[src/rtl/trg_gen.sv]
// trg_gen: programmable periodic/burst trigger pulse generator with a bus register file.
// Optional macro TRG_GEN_IRQ_EN adds the burst-done interrupt and the IRQ register at 0x14.
module trg_gen #(
    parameter int CW = 32,
    parameter int WW = 16
) (
    input  logic        clk,
    input  logic        rstn,
    input  logic        evi_rst,
    input  logic        evi_str,
    input  logic        evi_stp,
    input  logic        evi_swt,
    output logic        trg,
    output logic        run,
    output logic        irq,
    input  logic        bus_wen,
    input  logic        bus_ren,
    input  logic [7:0]  bus_addr,
    input  logic [31:0] bus_wdata,
    output logic [31:0] bus_rdata,
    output logic        bus_ack,
    output logic        bus_err
);

    localparam logic [7:0]    A_CTL   = 8'h00;
    localparam logic [7:0]    A_PER   = 8'h04;
    localparam logic [7:0]    A_CNT   = 8'h08;
    localparam logic [7:0]    A_WID   = 8'h0C;
    localparam logic [7:0]    A_STS   = 8'h10;
`ifdef TRG_GEN_IRQ_EN
    localparam logic [7:0]    A_IRQ   = 8'h14;
`endif
    localparam logic [CW-1:0] CW_ZERO = {CW{1'b0}};
    localparam logic [CW-1:0] CW_ONE  = {{(CW-1){1'b0}}, 1'b1};
    localparam logic [WW-1:0] WW_ZERO = {WW{1'b0}};
    localparam logic [WW-1:0] WW_ONE  = {{(WW-1){1'b0}}, 1'b1};

    typedef enum logic [1:0] {
        ST_IDLE = 2'd0,
        ST_RUN  = 2'd1,
        ST_ONE  = 2'd2
    } state_t;

    state_t        r_state;
    logic          r_trg;
    logic          r_run;
    logic [CW-1:0] r_per;
    logic [CW-1:0] r_cnt;
    logic [WW-1:0] r_wid;
    logic [CW-1:0] r_sts;
    logic [CW-1:0] r_per_cnt;
    logic [CW-1:0] r_pls_cnt;
    logic [WW-1:0] r_wid_cnt;
    logic [CW-1:0] r_per_s;
    logic [WW-1:0] r_wid_s;
    logic          r_ack;
    logic          r_err;
    logic [31:0]   r_rdata;
    logic          r_irq;
    logic          r_irq_flag;

    logic [31:0]   w_rdat;
    logic          w_err;
    logic          w_wr_ok;
    logic          w_ctl_wr;
    logic          w_cmd_rst;
    logic          w_cmd_str;
    logic          w_cmd_stp;
    logic          w_cmd_swt;
    logic          w_wrap;
    logic [CW-1:0] w_per_inc;
    logic [CW-1:0] w_pls_inc;
    logic [CW-1:0] w_wid_ext;
    logic          w_burst_done;

    // Address decode: read mux and error classification for the current access
    always_comb begin
        w_rdat = 32'h0000_0000;
        w_err  = 1'b0;
        case (bus_addr)
            A_CTL:   w_rdat = {31'b0, r_run};
            A_PER:   w_rdat = 32'(r_per);
            A_CNT:   w_rdat = 32'(r_cnt);
            A_WID:   w_rdat = 32'(r_wid);
            A_STS: begin
                w_rdat = 32'(r_sts);
                w_err  = bus_wen;
            end
`ifdef TRG_GEN_IRQ_EN
            A_IRQ:   w_rdat = {31'b0, r_irq_flag};
`endif
            default: w_err = 1'b1;
        endcase
    end

    assign w_wr_ok   = bus_wen & ~w_err;
    assign w_ctl_wr  = w_wr_ok & (bus_addr == A_CTL);
    assign w_cmd_rst = evi_rst | (w_ctl_wr & bus_wdata[0]);
    assign w_cmd_str = evi_str | (w_ctl_wr & bus_wdata[1]);
    assign w_cmd_stp = evi_stp | (w_ctl_wr & bus_wdata[2]);
    assign w_cmd_swt = evi_swt | (w_ctl_wr & bus_wdata[3]);

    assign w_wrap       = (r_per_cnt == r_per_s);
    assign w_per_inc    = r_per_cnt + CW_ONE;
    assign w_pls_inc    = r_pls_cnt + CW_ONE;
    assign w_wid_ext    = CW'(r_wid_s);
    assign w_burst_done = w_wrap && (r_cnt != CW_ZERO) && (w_pls_inc == r_cnt);

    // Bus response: ack, error and read data one cycle after the strobe
    always_ff @(posedge clk or negedge rstn) begin
        if (!rstn) begin
            r_ack   <= 1'b0;
            r_err   <= 1'b0;
            r_rdata <= 32'h0000_0000;
        end else begin
            r_ack <= bus_wen | bus_ren;
            r_err <= (bus_wen | bus_ren) & w_err;
            if (bus_ren && !bus_wen && !w_err) begin
                r_rdata <= w_rdat;
            end else begin
                r_rdata <= 32'h0000_0000;
            end
        end
    end

    // Configuration registers; the generator only samples them at period boundaries
    always_ff @(posedge clk or negedge rstn) begin
        if (!rstn) begin
            r_per <= CW_ZERO;
            r_cnt <= CW_ZERO;
            r_wid <= WW_ZERO;
        end else if (w_wr_ok) begin
            case (bus_addr)
                A_PER:   r_per <= bus_wdata[CW-1:0];
                A_CNT:   r_cnt <= bus_wdata[CW-1:0];
                A_WID:   r_wid <= bus_wdata[WW-1:0];
                default: r_per <= r_per;
            endcase
        end else begin
            r_per <= r_per;
        end
    end

`ifdef TRG_GEN_IRQ_EN
    logic w_irq_set;
    assign w_irq_set = (r_state == ST_RUN) & w_burst_done & ~w_cmd_rst & ~w_cmd_stp;

    // Burst-done pulse and sticky pending flag; a new completion wins over a clear
    always_ff @(posedge clk or negedge rstn) begin
        if (!rstn) begin
            r_irq      <= 1'b0;
            r_irq_flag <= 1'b0;
        end else begin
            r_irq <= w_irq_set;
            if (w_irq_set) begin
                r_irq_flag <= 1'b1;
            end else if (w_wr_ok && (bus_addr == A_IRQ) && bus_wdata[0]) begin
                r_irq_flag <= 1'b0;
            end else begin
                r_irq_flag <= r_irq_flag;
            end
        end
    end
`else
    assign r_irq      = 1'b0;
    assign r_irq_flag = 1'b0;
`endif

    // Generator FSM; commands are prioritised RST > STP > STR > SWT
    always_ff @(posedge clk or negedge rstn) begin
        if (!rstn) begin
            r_state   <= ST_IDLE;
            r_trg     <= 1'b0;
            r_run     <= 1'b0;
            r_per_cnt <= CW_ZERO;
            r_pls_cnt <= CW_ZERO;
            r_wid_cnt <= WW_ZERO;
            r_per_s   <= CW_ZERO;
            r_wid_s   <= WW_ZERO;
            r_sts     <= CW_ZERO;
        end else if (w_cmd_rst) begin
            r_state   <= ST_IDLE;
            r_trg     <= 1'b0;
            r_run     <= 1'b0;
            r_per_cnt <= CW_ZERO;
            r_pls_cnt <= CW_ZERO;
            r_wid_cnt <= WW_ZERO;
            r_sts     <= CW_ZERO;
        end else if (w_cmd_stp) begin
            r_state <= ST_IDLE;
            r_trg   <= 1'b0;
            r_run   <= 1'b0;
        end else begin
            case (r_state)
                ST_IDLE: begin
                    if (w_cmd_str) begin
                        r_state   <= ST_RUN;
                        r_trg     <= 1'b1;
                        r_run     <= 1'b1;
                        r_per_cnt <= CW_ZERO;
                        r_pls_cnt <= CW_ZERO;
                        r_per_s   <= r_per;
                        r_wid_s   <= r_wid;
                    end else if (w_cmd_swt) begin
                        r_state   <= ST_ONE;
                        r_trg     <= 1'b1;
                        r_run     <= 1'b0;
                        r_wid_cnt <= WW_ZERO;
                        r_wid_s   <= r_wid;
                    end else begin
                        r_trg <= 1'b0;
                        r_run <= 1'b0;
                    end
                end
                ST_RUN: begin
                    // trg mirrors (per_cnt <= WID_s) for the value per_cnt takes next cycle
                    if (w_wrap) begin
                        r_sts     <= r_sts + CW_ONE;
                        r_pls_cnt <= w_pls_inc;
                        r_per_cnt <= CW_ZERO;
                        r_per_s   <= r_per;
                        r_wid_s   <= r_wid;
                        if (w_burst_done) begin
                            r_state <= ST_IDLE;
                            r_trg   <= 1'b0;
                            r_run   <= 1'b0;
                        end else begin
                            r_trg <= 1'b1;
                            r_run <= 1'b1;
                        end
                    end else begin
                        r_per_cnt <= w_per_inc;
                        r_trg     <= (w_per_inc <= w_wid_ext);
                        r_run     <= 1'b1;
                    end
                end
                ST_ONE: begin
                    if (r_wid_cnt == r_wid_s) begin
                        r_state <= ST_IDLE;
                        r_trg   <= 1'b0;
                        r_sts   <= r_sts + CW_ONE;
                    end else begin
                        r_wid_cnt <= r_wid_cnt + WW_ONE;
                        r_trg     <= 1'b1;
                    end
                end
                default: begin
                    r_state <= ST_IDLE;
                    r_trg   <= 1'b0;
                    r_run   <= 1'b0;
                end
            endcase
        end
    end

    assign trg       = r_trg;
    assign run       = r_run;
    assign irq       = r_irq;
    assign bus_rdata = r_rdata;
    assign bus_ack   = r_ack;
    assign bus_err   = r_err;

endmodule

[config.mk]
export PLATFORM = sky130hd
export DESIGN_NAME = trg_gen
export DESIGN_NICKNAME = d
export VERILOG_FILES = /design/src/rtl/trg_gen.sv
export SDC_FILE = /design/constraint.sdc
export NUM_CORES = 1
export LEC_CHECK = 0
export BUFFER_PORTS_ARGS = -buffer_cell sky130_fd_sc_hd__buf_4
export CAP_MARGIN = 5
export CORE_MARGIN = 2
export CORE_UTILIZATION = 25
export CTS_CLUSTER_SIZE = 24
export DETAILED_ROUTE_END_ITERATION = 12
export PLACE_DENSITY_LB_ADDON = 0.2
export SETUP_SLACK_MARGIN = 0.4
export SLEW_MARGIN = 30
export SYNTH_ARGS = -nofsm -noshare
export SYNTH_HDL_FRONTEND = slang
export SYNTH_SLANG_ARGS = --single-unit
[constraint.sdc]
create_clock -name clk -period 6.9 [get_ports clk]
set_clock_uncertainty 0.1 [all_clocks]
set_input_delay 0.69 -clock clk [delete_from_list [all_inputs] [get_ports clk]]
set_output_delay 0.69 -clock clk [all_outputs]
set_load 0.05 [all_outputs]
==> impl_metrics.xml, run 1 <==
<?xml version="1.0" encoding="UTF-8"?>
<metrics>
  <group name="outcome">
    <metric name="run_status" unit="">finished, final reports clean</metric>
  </group>
  <group name="placement">
    <metric name="hpwl" unit="µm">36200</metric>
    <metric name="count_of_buffers_inserted_at_the_top_level_ports" unit="">83</metric>
    <metric name="pre_cts_ws" unit="ns">2.58</metric>
    <metric name="placedInstanceArea" unit="µm²">16400</metric>
    <metric name="gp_congestion" unit="">0.831</metric>
  </group>
  <group name="clocking">
    <metric name="clkTransAtPathRegs" unit="ns">0.07</metric>
    <metric name="ctsHtreeMaxLevel" unit="">2</metric>
    <metric name="clock_tree.buffer_depth" unit="">3</metric>
    <metric name="numCtsBuffers" unit="">34</metric>
    <metric name="cts_tree" unit="">yes</metric>
    <metric name="cts_hold_buf" unit="">0</metric>
    <metric name="numClockSinks" unit="">278</metric>
    <metric name="cts.repair.resized" unit="">0</metric>
    <metric name="cts_setup_buffers" unit="">0</metric>
    <metric name="clock_insertion_delay_worst_skew" unit="ns">0.54</metric>
    <metric name="clock_root_cell" unit="">clkbuf_16</metric>
  </group>
  <group name="timing">
    <metric name="totalNegativeSetupSlack" unit="ns">0</metric>
    <metric name="timing.max_slew.rel_slack" unit="%">34.9</metric>
    <metric name="final-hold-violation-count" unit="">0</metric>
    <metric name="maxClockFrequency" unit="MHz">256</metric>
    <metric name="worst_slack" unit="ns">3.00</metric>
    <metric name="timing_worst_slew_pin_value" unit="ns">0.977</metric>
    <metric name="slew_violations" unit="">0</metric>
    <metric name="finalCritPeriodShare" unit="%">56.5</metric>
    <metric name="timing.final.crit_period" unit="ns">3.90</metric>
    <metric name="grt_setup_unrepaired" unit="">false</metric>
    <metric name="final-setup-viol-count" unit="">0</metric>
  </group>
  <group name="global_routing">
    <metric name="grt_antenna_before_repair" unit="">0</metric>
    <metric name="grt_overflow_total" unit="">0</metric>
    <metric name="first_global_vias" unit="">11893</metric>
    <metric name="grt_first_pass_wirelength" unit="µm">76600</metric>
    <metric name="gr-usage-all-layers" unit="%">15.9</metric>
    <metric name="largest_net_degree_at_the_start_of_global_routing" unit="">107</metric>
  </group>
  <group name="setup_path">
    <metric name="critical_path_class" unit="">flip-flop to flip-flop</metric>
    <metric name="setup.worst_path.end_class" unit="">flip-flop</metric>
    <metric name="cp.required" unit="ns">7.24</metric>
    <metric name="crit_path_start" unit="">r_per_cnt[0]</metric>
    <metric name="worst_r2r_startpoint" unit="">r_per_cnt[0]</metric>
    <metric name="crit_arrival" unit="ns">4.24</metric>
    <metric name="worst_path_dominant_cell_family" unit="">simple AND/OR/NAND/NOR gates</metric>
    <metric name="critical_path.cell_chain" unit="">ha_1 -&gt; nand3_1 -&gt; nor4_2 -&gt; nand3_1 -&gt; xnor2_1 -&gt; ha_1 -&gt; nand4_1 -&gt; or4_1 -&gt; o31ai_1 -&gt; a311oi_1 -&gt; a211oi_1</metric>
    <metric name="cp.buffers_inverters" unit="">0</metric>
    <metric name="critical_path.startpoint_type" unit="">flip-flop</metric>
    <metric name="cpPeakStageDelay" unit="ns">0.66</metric>
    <metric name="timing.critical_path.fanout_max" unit="">8</metric>
    <metric name="worst_path_max_delay_cell" unit="">nor4_2</metric>
  </group>
  <group name="route">
    <metric name="drt_first_pass_iters" unit="">8</metric>
    <metric name="drt-vias-per-instance" unit="">5.21</metric>
    <metric name="post_drt_wl_per_cell" unit="µm">21.7</metric>
    <metric name="initialDrtViolationCount" unit="">855</metric>
    <metric name="via_count" unit="">12063</metric>
    <metric name="postRouteAntennaNets" unit="">0</metric>
    <metric name="detail_route.drc_violations" unit="">0</metric>
    <metric name="totalWireLength" unit="µm">50100</metric>
  </group>
  <group name="die">
    <metric name="ioPinCount" unit="">85</metric>
    <metric name="floorplan.initialDensity" unit="%">25.1</metric>
    <metric name="die_area" unit="µm²">62400</metric>
    <metric name="die_x" unit="µm">250</metric>
    <metric name="die_y" unit="µm">250</metric>
    <metric name="floorplan.rows" unit="">90</metric>
    <metric name="design.core.area" unit="µm²">60000</metric>
  </group>
  <group name="synthesis">
    <metric name="synth-xor-area-share" unit="%">7.43</metric>
    <metric name="mux_contribution_to_synthesized_area" unit="%">11.3</metric>
    <metric name="synth.lib_cells_used.distinct" unit="">74</metric>
    <metric name="synth.ff_latch_count" unit="">278</metric>
    <metric name="synth_most_common_cell" unit="">dfrtp_1</metric>
    <metric name="syn_nets" unit="">1546</metric>
    <metric name="post_synthesis_sequential_area_ratio" unit="%">46.1</metric>
    <metric name="post-synth-top-area-fraction" unit="%">46.1</metric>
    <metric name="synth_edf_count" unit="">0</metric>
    <metric name="synth_simple_gate_area_share" unit="%">17.0</metric>
    <metric name="yosys-top-cells-count" unit="">dfrtp_1 (278), mux2_2 (145), nor2_1 (115)</metric>
    <metric name="synth-main-ff-cell" unit="">dfrtp_1</metric>
    <metric name="synth.area.top_cells" unit="">dfrtp_1 (46%), mux2_2 (11%), xnor2_1 (4.3%), xor2_1 (3.1%), o21ai_0 (3.1%)</metric>
    <metric name="synth_largest_area_cell" unit="">dfrtp_1</metric>
    <metric name="syn_avg_cell_area" unit="µm²">10.2</metric>
    <metric name="post_synthesis_compound_gate_area_fraction" unit="%">12.8</metric>
    <metric name="syn_area" unit="µm²">15100</metric>
    <metric name="dominant_combinational_cell_family_by_area_after_synthesis" unit="">simple AND/OR/NAND/NOR gates</metric>
    <metric name="ys_warn_count" unit="">0</metric>
    <metric name="synthAdderAreaFrac" unit="%">1.66</metric>
    <metric name="synthCells" unit="">1478</metric>
    <metric name="async_flop_share" unit="%">100</metric>
  </group>
  <group name="power_and_ir_drop">
    <metric name="powerDensity" unit="nW/µm²">223</metric>
    <metric name="p_leak" unit="nW">7.65</metric>
    <metric name="vdd_drop_max" unit="mV">0.143</metric>
    <metric name="power_consumption" unit="W">0.00391</metric>
  </group>
  <group name="hold_path">
    <metric name="hold_class" unit="">input port to asynchronous set/reset pin</metric>
  </group>
  <group name="finish">
    <metric name="postLayoutCellArea" unit="µm²">17500</metric>
    <metric name="num-nets-final" unit="">1576</metric>
    <metric name="layout-drive-gt1-share" unit="%">20.6</metric>
    <metric name="finish.utilization" unit="%">29.2</metric>
    <metric name="layout-area-overhead-vs-synth" unit="%">16.1</metric>
    <metric name="antenna_cells" unit="">0</metric>
  </group>
  <group name="flow_run">
    <metric name="cap_viol_max_count" unit="">0</metric>
  </group>
</metrics>
-- final timing paths --
check | to | slack, ns | cells past startpoint
max | trg | 3.00 | 11
min | bus_rdata[7] | 0.07 | 1
max reg2reg | trg | 3.00 | 11
min reg2reg | r_per_s[14] | 0.44 | 1
max in group asynchronous | r_per_cnt[23] | 5.44 | 2
min in group clk | r_per[18] | 0.29 | 2
-- cells by family (layout without fill, tap and decap cells) --
group / count (synthesis) / after routing
other: 1 / 1
xor gates and xnor gates: 128 / 128
muxes: 152 / 152
AOI/OAI and AO/OA: 288 / 288
and+or+nand+nor: 474 / 474
adders and majority gates: 20 / 20
buffers and inverters: 137 / 191
DFF: 278 / 278
-- area by class of cell --
class | count | area (µm²)
Fill cell | 6277 | 42500
Multi-Input combinational cell | 1063 | 7600
Sequential cell | 278 | 6960
Tap cell | 782 | 978
Clock buffer | 44 | 928
Timing Repair Buffer | 97 | 743
Clock inverter | 16 | 183
Inverter | 34 | 128
-- report_power, final --
part	internal (W)	switching, W
Sequential	0.00168	0.0000765
Combinational	0.000133	0.000209
Clock	0.00107	0.000748
Total	0.00288	0.00103
-- placed cells by master (no fill, tap or decap), types with 6 or more instances in the layout --
cell type	count
xnor2_1	74
a222oi_1	32
inv_1	34
and3_1	22
nand3_1	43
and4_1	14
o21ai_0	93
a22o_1	13
ha_1	20
o31ai_1	32
xor2_1	54
or4_1	10
o41ai_1	10
nand2b_1	7
nand4_1	48
clkbuf_1	6
nand2_1	79
mux2_2	145
a21oi_1	49
a21o_1	9
nor2_1	115
dfrtp_1	278
clkinv_2	7
a31oi_1	10
buf_4	94
nor2b_1	18
or3_1	22
clkbuf_16	34
nor4_1	37
mux2i_1	6
nor3_1	24
-- flip-flops by register name, summed over array words and instances (netlist names) --
signal and cells:
bus_ack 1, bus_err 1, bus_rdata 32, r_cnt 32, r_per 32, r_per_cnt 32
r_per_s 32, r_pls_cnt 32, r_state 2, r_sts 32, r_wid 16, r_wid_cnt 16
r_wid_s 16, run 1, trg 1
-- metal layers --
layer | vias to the layer above | GRT usage (%) | routed length (µm) | part of all wire, %
li1 | 5513 | - | - | -
met1 | 6148 | 22.3 | 23200 | 46
met2 | 331 | 25.5 | 23200 | 46
met3 | 71 | 1.96 | 2260 | 4.5
met4 | 0 | 4.94 | 1430 | 2.9
met5 | - | 0 | 0 | 0
-- through the flow --
| stage | cells | hold slack (ns) |
|---|---|---|
| after floorplan | 1478 | 0.294 |
| after global placement | 2254 | 0.416 |
| after detailed placement | 2254 | 0.427 |
| after CTS | 2314 | 0.151 |
| after global routing | 2314 | 0.156 |
| final | 2314 | 0.0663 |
-- worst reg2reg max path: stages (launching register included) --
cell      delay, ns
dfrtp_1        0.53
ha_1           0.32
nand3_1        0.26
nor4_2         0.67
nand3_1        0.19
xnor2_1        0.20
ha_1           0.31
nand4_1        0.15
or4_1          0.55
o31ai_1        0.12
a311oi_1       0.17
a211oi_1       0.24
(Power assumes the default switching activity.)
==> inputs of run 2 (changes only) <==
==> constraint.sdc (replaced) <==
create_clock -name clk -period 4 [get_ports clk]
set_clock_uncertainty 0.1 [all_clocks]
set_input_delay 0.4 -clock clk [delete_from_list [all_inputs] [get_ports clk]]
set_output_delay 0.4 -clock clk [all_outputs]
set_load 0.05 [all_outputs]
==> impl_metrics.xml, run 2 (synthesis gave the netlist of run 1 again) <==
<?xml version="1.0" encoding="UTF-8"?>
<metrics>
  <group name="route">
    <metric name="postRouteAntennaNets" unit="">0</metric>
    <metric name="totalWireLength" unit="µm">50300</metric>
    <metric name="detail_route.drc_violations" unit="">0</metric>
    <metric name="drt-vias-per-instance" unit="">5.11</metric>
    <metric name="m1WireLength" unit="µm">23000</metric>
    <metric name="via_count" unit="">12094</metric>
    <metric name="initialDrtViolationCount" unit="">997</metric>
    <metric name="wl_met3" unit="µm">2710</metric>
    <metric name="drt_first_pass_iters" unit="">8</metric>
    <metric name="highest_layer" unit="">met5</metric>
    <metric name="post_drt_wl_per_cell" unit="µm">21.2</metric>
    <metric name="met2_length" unit="µm">23000</metric>
  </group>
  <group name="clocking">
    <metric name="cts_tree" unit="">yes</metric>
    <metric name="clock_insertion_delay_worst_skew" unit="ns">0.55</metric>
    <metric name="numClockSinks" unit="">278</metric>
    <metric name="clock_tree.buffer_depth" unit="">3</metric>
    <metric name="numCtsBuffers" unit="">34</metric>
    <metric name="clkTransAtPathRegs" unit="ns">0.06</metric>
    <metric name="clock_root_cell" unit="">clkbuf_16</metric>
    <metric name="ctsHtreeMaxLevel" unit="">2</metric>
  </group>
  <group name="die">
    <metric name="die_y" unit="µm">250</metric>
    <metric name="ioPinCount" unit="">85</metric>
    <metric name="die_area" unit="µm²">62400</metric>
    <metric name="die_x" unit="µm">250</metric>
    <metric name="floorplan.initialDensity" unit="%">25.1</metric>
    <metric name="design.core.area" unit="µm²">60000</metric>
    <metric name="floorplan.rows" unit="">90</metric>
  </group>
  <group name="timing">
    <metric name="timing.final.crit_period" unit="ns">3.41</metric>
    <metric name="final-setup-viol-count" unit="">0</metric>
    <metric name="slew_violations" unit="">0</metric>
    <metric name="finalCritPeriodShare" unit="%">85.4</metric>
    <metric name="timing_worst_slew_pin_value" unit="ns">1.02</metric>
    <metric name="totalNegativeSetupSlack" unit="ns">0</metric>
    <metric name="final-hold-violation-count" unit="">0</metric>
    <metric name="maxClockFrequency" unit="MHz">293</metric>
    <metric name="timing.max_slew.rel_slack" unit="%">31.4</metric>
    <metric name="grt_setup_unrepaired" unit="">true</metric>
  </group>
  <group name="global_routing">
    <metric name="largest_net_degree_at_the_start_of_global_routing" unit="">105</metric>
    <metric name="first_global_vias" unit="">12136</metric>
    <metric name="grt_overflow_total" unit="">0</metric>
    <metric name="grt_first_pass_wirelength" unit="µm">77100</metric>
    <metric name="grt_antenna_before_repair" unit="">4</metric>
    <metric name="gr-usage-all-layers" unit="%">16.1</metric>
  </group>
  <group name="setup_path">
    <metric name="worst_r2r_startpoint" unit="">r_pls_cnt[8]</metric>
    <metric name="cp.required" unit="ns">4.30</metric>
    <metric name="setup.worst_path.end_class" unit="">flip-flop</metric>
    <metric name="timing.critical_path.fanout_max" unit="">10</metric>
    <metric name="critical_path_class" unit="">flip-flop to flip-flop</metric>
    <metric name="crit_path_start" unit="">r_pls_cnt[8]</metric>
    <metric name="cp_common_cell" unit="">nand4_1</metric>
    <metric name="critical_path.endpoint" unit="">run</metric>
    <metric name="worst-r2r-cell-count" unit="">8</metric>
    <metric name="rr_endpoint" unit="">run</metric>
    <metric name="critical_path.cell_chain" unit="">and4_1 -&gt; nand4_1 -&gt; nor4_4 -&gt; mux2_2 -&gt; nor4_1 -&gt; nand4_1 -&gt; o21ai_2 -&gt; a211oi_1</metric>
    <metric name="cpPeakStageDelay" unit="ns">0.52</metric>
    <metric name="worst_path_max_delay_cell" unit="">dfrtp_1</metric>
    <metric name="ff2ff_setup_slack" unit="ns">0.59</metric>
    <metric name="critical_path.startpoint_type" unit="">flip-flop</metric>
    <metric name="crit_arrival" unit="ns">3.72</metric>
  </group>
  <group name="hold_path">
    <metric name="hp-start" unit="">bus_wdata[13]</metric>
    <metric name="hold_class" unit="">input port to flip-flop</metric>
  </group>
  <group name="finish">
    <metric name="layout.cells.most_common" unit="">dfrtp_1</metric>
    <metric name="postLayoutCellArea" unit="µm²">18100</metric>
    <metric name="nFillCells" unit="">6232</metric>
    <metric name="layout-area-overhead-vs-synth" unit="%">19.6</metric>
    <metric name="layout-drive-gt1-share" unit="%">21.4</metric>
    <metric name="layout_common_cells" unit="">dfrtp_1 (276), mux2_2 (145), buf_4 (116), nor2_1 (115), o21ai_0 (93)</metric>
    <metric name="num-nets-final" unit="">1628</metric>
    <metric name="final_cells" unit="">2369</metric>
  </group>
  <group name="power_and_ir_drop">
    <metric name="p_leak" unit="nW">7.92</metric>
    <metric name="vdd_drop_max" unit="mV">0.325</metric>
    <metric name="powerDensity" unit="nW/µm²">380</metric>
  </group>
  <group name="outcome">
    <metric name="run_status" unit="">finished, final reports clean</metric>
  </group>
  <group name="placement">
    <metric name="gp_congestion" unit="">0.875</metric>
    <metric name="hpwl" unit="µm">36900</metric>
    <metric name="count_of_buffers_inserted_at_the_top_level_ports" unit="">83</metric>
    <metric name="placedInstanceArea" unit="µm²">16600</metric>
    <metric name="placed_cells_incl_taps" unit="">2277</metric>
  </group>
  <group name="flow_run">
    <metric name="cap_viol_max_count" unit="">0</metric>
  </group>
</metrics>
==> run 2: cell types whose count changed in the layout (fill, tap and decap cells not counted), sizes merged <==
cell / before / now
dlygate4sd3: 0 / 29
buf: 97 / 120
clkbuf: 44 / 47
diode: 0 / 1
inv: 36 / 35
==> run 2: power by group <==
part,internal (W),total (W),switching [W]
clock,0.00189,0.00319,0.00130
combinational,0.000282,0.000659,0.000377
sequential,0.00289,0.00302,0.000127
total,0.00507,0.00687,0.00180
==> run 2: worst min path at each step <==
stage | endpoint | cells past startpoint
global route | r_wid[13] | 2
global placement | r_per_s[10] | 1
floorplan | bus_ack | 0
finish | r_wid[13] | 2
detailed placement | r_per_s[11] | 1
CTS | r_wid[13] | 2
==> run 2: per-layer routing <==
| layer | vias up | global-route usage (%) |
|---|---|---|
| met5 | - | 0 |
| met4 | 2 | 5.47 |
| met3 | 79 | 2.89 |
| met2 | 376 | 25.4 |
| met1 | 6007 | 22.0 |
| li1 | 5630 | - |
==> run 2: per-stage QoR <==
| stage | utilization [%] | worst slack, ns | hold slack, ns | total power, W |
|---|---|---|---|---|
| 6_report | 30.1 | 0.585 | 0.0279 | 0.00687 |
| 3_3_place_gp | 27.6 | 0.353 | 0.411 | 0.00371 |
| 2_1_floorplan | - | 0.766 | 0.00441 | 0.00335 |
| 5_1_grt | 30.1 | 0.331 | 0.0311 | 0.00714 |
| 3_5_place_dp | 27.6 | 0.341 | 0.419 | 0.00371 |
| 4_1_cts | 30.0 | 0.461 | 0.00342 | 0.00696 |
==> run 2: critical path: cells and delay by family (launching register included) <==
kind | cells | cell delay (ns)
muxes | 1 | 0.38
DFF | 1 | 0.52
and+or+nand+nor | 5 | 1.81
AOI/OAI and AO/OA | 2 | 0.45
==> run 2: repair_timing <==
item | 4_1_cts | 5_1_grt
setup buffers | 0 | 0
gates cloned | 0 | 0
endpoints found under the setup margin | 3 | 8
hold buffers | 29 | 0
hold endpoints to repair | 163 | 0
gates resized for setup | 1 | 6
==> run 2: layout make-up <==
class,instances,area (µm²),share of cell area (%)
clock buffers,47,961,5.32
diodes,1,2.50,0.0139
flip-flops and latches,278,6960,38.5
inverters,34,128,0.707
repair buffers,149,1240,6.85
multi-input cells,1063,7610,42.1
clock inverters,15,185,1.03
well taps,782,978,5.42
